## src/rtl/updown_step_sequencer.sv

```systemverilog
// Round-robin step sequencer for an external up/down counter. It accepts "step N up/down"
// commands from two requesters and stops early at the MIN/MAX bounds or on abort.
//
//  state | meaning
//  INIT  | counter clear pulse, one clock after reset release
//  IDLE  | arbitrate and accept one command
//  RUN   | one counter step per cycle until done, bound or abort
//  DONE  | one-cycle completion report
module updown_step_sequencer #(
    parameter int WIDTH     = 8,
    parameter int LEN_WIDTH = 8,
    parameter int MIN       = 0,
    parameter int MAX       = 255
) (
    input  logic                 clk_i,
    input  logic                 rst_ni,
    input  logic                 req0_valid_i,
    output logic                 req0_ready_o,
    input  logic                 req0_up_i,
    input  logic [LEN_WIDTH-1:0] req0_len_i,
    input  logic                 req1_valid_i,
    output logic                 req1_ready_o,
    input  logic                 req1_up_i,
    input  logic [LEN_WIDTH-1:0] req1_len_i,
    input  logic                 abort_i,
    input  logic [WIDTH-1:0]     count_i,
    output logic                 ctr_rst_o,
    output logic                 ctr_ce_o,
    output logic                 ctr_up_o,
    output logic                 busy_o,
    output logic                 done_o,
    output logic                 done_id_o,
    output logic                 done_trunc_o,
    output logic [LEN_WIDTH-1:0] steps_o
);

    localparam logic [1:0] S_INIT = 2'd0;
    localparam logic [1:0] S_IDLE = 2'd1;
    localparam logic [1:0] S_RUN  = 2'd2;
    localparam logic [1:0] S_DONE = 2'd3;

    localparam logic [WIDTH-1:0] L_MIN = WIDTH'(MIN);
    localparam logic [WIDTH-1:0] L_MAX = WIDTH'(MAX);

    logic [1:0]           r_state;
    logic                 r_rr;
    logic                 r_dir;
    logic                 r_id;
    logic                 r_trunc;
    logic [LEN_WIDTH-1:0] r_remaining;
    logic [LEN_WIDTH-1:0] r_steps;

    logic w_grant0;
    logic w_grant1;
    logic w_ready0;
    logic w_ready1;
    logic w_at_limit;
    logic w_step;

    // r_rr = 0 gives requester 0 priority when both are valid
    assign w_grant0 = req0_valid_i && (!req1_valid_i || !r_rr);
    assign w_grant1 = req1_valid_i && (!req0_valid_i || r_rr);
    assign w_ready0 = (r_state == S_IDLE) && w_grant0;
    assign w_ready1 = (r_state == S_IDLE) && w_grant1;

    // count_i already reflects last cycle's step, so checking it here never overshoots
    assign w_at_limit = (r_dir && (count_i == L_MAX)) || (!r_dir && (count_i == L_MIN));
    assign w_step     = (r_state == S_RUN) && !abort_i && (r_remaining != '0) && !w_at_limit;

    assign req0_ready_o = w_ready0;
    assign req1_ready_o = w_ready1;
    assign ctr_ce_o     = w_step;
    assign ctr_up_o     = w_step && r_dir;
    assign ctr_rst_o    = (r_state == S_INIT);
    assign busy_o       = (r_state != S_IDLE);
    assign done_o       = (r_state == S_DONE);
    assign done_id_o    = r_id;
    assign done_trunc_o = r_trunc;
    assign steps_o      = r_steps;

    always_ff @(posedge clk_i or negedge rst_ni) begin
        if (!rst_ni) begin
            r_state     <= S_INIT;
            r_rr        <= 1'b0;
            r_dir       <= 1'b0;
            r_id        <= 1'b0;
            r_trunc     <= 1'b0;
            r_remaining <= '0;
            r_steps     <= '0;
        end else begin
            case (r_state)
                S_INIT: r_state <= S_IDLE;
                S_IDLE: begin
                    if (w_ready0 || w_ready1) begin
                        r_dir       <= w_ready1 ? req1_up_i : req0_up_i;
                        r_remaining <= w_ready1 ? req1_len_i : req0_len_i;
                        r_id        <= w_ready1;
                        r_rr        <= w_ready0;
                        r_steps     <= '0;
                        r_trunc     <= 1'b0;
                        r_state     <= S_RUN;
                    end
                end
                S_RUN: begin
                    if (abort_i) begin
                        r_trunc <= 1'b1;
                        r_state <= S_DONE;
                    end else if (r_remaining == '0) begin
                        r_state <= S_DONE;
                    end else if (w_at_limit) begin
                        r_trunc <= 1'b1;
                        r_state <= S_DONE;
                    end else begin
                        r_remaining <= r_remaining - LEN_WIDTH'(1);
                        r_steps     <= r_steps + LEN_WIDTH'(1);
                    end
                end
                default: r_state <= S_IDLE;
            endcase
        end
    end

endmodule

```

## config.mk

```make
export PLATFORM = sky130hd
export DESIGN_NAME = updown_step_sequencer
export DESIGN_NICKNAME = d
export VERILOG_FILES = /design/src/rtl/updown_step_sequencer.sv
export SDC_FILE = /design/constraint.sdc
export NUM_CORES = 1
export LEC_CHECK = 0
export CELL_PAD_IN_SITES_DETAIL_PLACEMENT = 0
export CELL_PAD_IN_SITES_GLOBAL_PLACEMENT = 1
export CORE_UTILIZATION = 34
export DETAILED_ROUTE_END_ITERATION = 10
export MAX_ROUTING_LAYER = met4
export PLACE_DENSITY = 0.91
export SYNTH_ARGS = -nofsm -noshare
export SYNTH_HDL_FRONTEND = slang
export SYNTH_SLANG_ARGS = --single-unit
export TNS_END_PERCENT = 1
```

## constraint.sdc

```tcl
create_clock -name clk_i -period 2.6 [get_ports clk_i]
set_clock_uncertainty 0.2 [all_clocks]
set_input_delay 0.39 -clock clk_i [delete_from_list [all_inputs] [get_ports clk_i]]
set_output_delay 0.39 -clock clk_i [all_outputs]
set_load 0.01 [all_outputs]
```

==> metrics.md <==
| Metric | Value |
|---|---|
| Vias per Instance | 5.320 |
| Core area | 0.004086 mm² |
| Fmax | 0.3970 GHz |
| Clock latency on the worst-skew pair | 0.26 ns |
| WL met2 | 1744 µm |
| CTS tree | built |
| Synth Register Bits | 22 |
| Mapped Nets | 204 |
| Fraction of layout cells with a size suffix above 1 | 14.04% |
| Hold Buf Count CTS | 0 |
| Die H | 67.95 µm |
| IO Pins | 48 |
| Cell Pwr Density | 857.0 mW/mm² |
| CTS Root Cell | clkbuf_8 |
| Post-synth ARST share | 100.0% |
| NumNets Final | 268 |
| Status | complete, no violations |
| Worst-path maximum fanout | 3 |
| Final min period | 2.519 ns |
| Area grow syn2layout | 48.82% |
| Routed Antenna Nets | 0 |
| Fin worst setup slack | 0.08136 ns |
| Initial antenna violation count | 0 |
| Starting Density | 36.19% |
| Post-synth EDFFs | 0 |
| DR pass1 iterations | 4 |
| CTS Buf Count | 3 |
| Mapped Area | 0.001479 mm² |
| I/O Buffers | 47 |
| Vias in the first global route | 1338 |
| HP Class | in2async |
| Final setup viols | 0 |
| Final HPWL DP | 2862 µm |
| Sequential area share after synthesis | 37.23% |
| Worst slew margin | 65.88% |
| TNS Setup | 0 ns |
| Mapped Avg Cell Area | 8.963 µm² |
| Measured slew at the worst slew-check pin | 0.5119 ns |
| Routed met1 length | 1814 µm |
| Crit path DAT | 1.93 ns |
| Die area | 0.004617 mm² |
| Slew Limit Fails | 0 |
| Type of origin of the critical path | primary input |
| Critical path type | in2out |
| Synth warn | 0 |
| Final Hold Fails | 0 |
| Routed WL per cell | 13.66 µm |
| Period utilisation layout | 96.87% |
| Chip width | 67.95 µm |
| Overall Global Routing Usage | 18.04% |
| Top sig layer | met4 |
| CP required | 2.01 ns |
| # fillers | 380 |
| Inserted Diodes | 0 |
| Clk slew on worst S/H paths | 0.08 ns |
| First-pass GRT wire length | 6092 µm |
| Grt total ovfl | 0 |
| Most used DFF post-synth | dfrtp_1 |
| Clock Sinks | 22 |
| CTS H-tree depth | 1 |
| Routed wl met3 | 225 µm |
| Pleak | 0.9768 nW |
| Largest net degree at the start of global routing | 31 |
| Yosys cell types | 40 |
| Post-route DRC | 0 |
| Clk buf depth | 2 |
| Setup slack at placement | -0.1294 ns |
| Initial DRC Count | 50 |
| Standard-cell rows | 23 |
| Vias | 1479 |
| Syn Inst Count | 165 |
| RSZ-0062 raised after global routing | no |
| Placer Congestion | 0.8026 |
| Max VDD drop | 0.4755 mV |
| CP Capture Type | output port |
| WL final | 3798 µm |
| Power, Total | 0.001886 W |
| Max-Cap Viols | 0 |
repair_timing:
| item | in CTS | in global routing |
|---|---|---|
| resized for setup | 4 | 4 |
| buffers inserted | 0 | 1 |
| gates cloned | 0 | 0 |
| setup endpoints to repair | 3 | 2 |
cells in the mapped netlist, types with 2 or more instances:
cell / number / share of area (%)
o21ai_0: 3 / 1.0
nand2_1: 20 / 5.1
a221o_1: 2 / 1.4
inv_1: 10 / 2.5
a21oi_1: 6 / 2.0
a22o_1: 2 / 1.2
clkbuf_1: 4 / 1.0
nand3_1: 7 / 2.4
ha_1: 8 / 6.8
inv_2: 2 / 0.51
nor2_1: 7 / 1.8
nor4_1: 5 / 2.1
and3_1: 5 / 2.1
and2_1: 3 / 1.3
or3_4: 2 / 1.5
dfrtp_1: 22 / 37
o22ai_1: 2 / 0.85
or3_1: 4 / 1.7
mux2_1: 6 / 4.6
nand4_1: 4 / 1.7
nand2b_1: 2 / 0.85
mux2i_1: 8 / 5.4
o21ai_1: 4 / 1.4
a31oi_1: 5 / 2.1
nor3_1: 4 / 1.4
a211o_1: 4 / 2.4
cell families (layout without fill, tap and decap cells):
group / Yosys count / in the layout / share of synthesized area (%)
adders and majority gates: 8 / 8 / 6.768
AOI/OAI and AO/OA: 40 / 40 / 19.29
buffers and inverters: 17 / 80 / 4.399
DFF: 22 / 22 / 37.23
muxes: 14 / 14 / 9.983
and+or+nand+nor: 64 / 64 / 22.33
flip-flops by register name (all words and copies together) (netlist names):
name,count
r_dir,1
done_id_o,1
done_trunc_o,1
r_state,2
steps_o,8
r_rr,1
r_remaining,8
report_power, final:
group | switching, W | internal, W | total (W)
registers | 0.000118 | 0.000469 | 0.000587
clock network | 0.000116 | 0.000135 | 0.000251
logic | 0.000537 | 0.000511 | 0.00105
area by class of cell:
cell class / count / area (µm²) / area share [%]
multi-input cells: 126 / 892.1 / 40.53
clock buffers: 4 / 55.05 / 2.501
flip-flops and latches: 22 / 550.5 / 25.01
well taps: 50 / 62.56 / 2.843
inverters: 12 / 45.04 / 2.047
repair buffers: 64 / 595.6 / 27.06
routing by layer:
metal	global-route usage, %	up-vias
met3	3.667	2
met5	-	-
met4	3.906	0
met1	23.27	698
met2	29.04	43
li1	-	736
layout by cell type, fill, tap and decap left out, types with 4 or more instances in the layout:
cell             netlist  layout
clkdlybuf4s50_1        0      45
dfrtp_1               22      22
nand2_1               20      20
buf_4                  0      17
inv_1                 10      10
mux2i_1                8       8
nor2_1                 7       7
ha_1                   8       7
nand3_1                7       6
mux2_1                 6       6
a21oi_1                6       5
and3_1                 5       5
nor3_1                 4       4
nand4_1                4       4
o21ai_1                4       4
nor4_1                 5       4
a211o_1                4       4
a31oi_1                5       4
clkbuf_8               0       4
metrics by stage:
stage                     utilization, %  instances  hold slack, ns  cell area [µm²]
after floorplan                        -        165         -0.1056             1479
after global placement             51.68        273          0.2720             2112
after detailed placement           51.68        273          0.2892             2112
after CTS                          53.21        277          0.2824             2175
after global routing               53.86        278          0.3055             2201
final                              53.86        278          0.2755             2201
critical path, cell delays in order:
cell,delay (ns)
clkdlybuf4s50_1,0.50
nand4_1,0.10
or3_4,0.38
nand3_2,0.10
inv_2,0.05
and2_1,0.14
dlygate4sd2_1,0.28
path summary, 6_finish.rpt:
kind	from	to	cells after the start	slack [ns]
max	count_i[7]	ctr_up_o	7	0.08
min	rst_ni	done_id_o	2	0.28
max reg2reg	r_state[0]	r_remaining[7]	7	0.17
min in group clk_i	done_trunc_o	done_trunc_o	1	0.30
max in group asynchronous	rst_ni	r_state[0]	2	1.69
min reg2reg	done_trunc_o	done_trunc_o	1	0.30
Power figures use the tool's default switching activity.
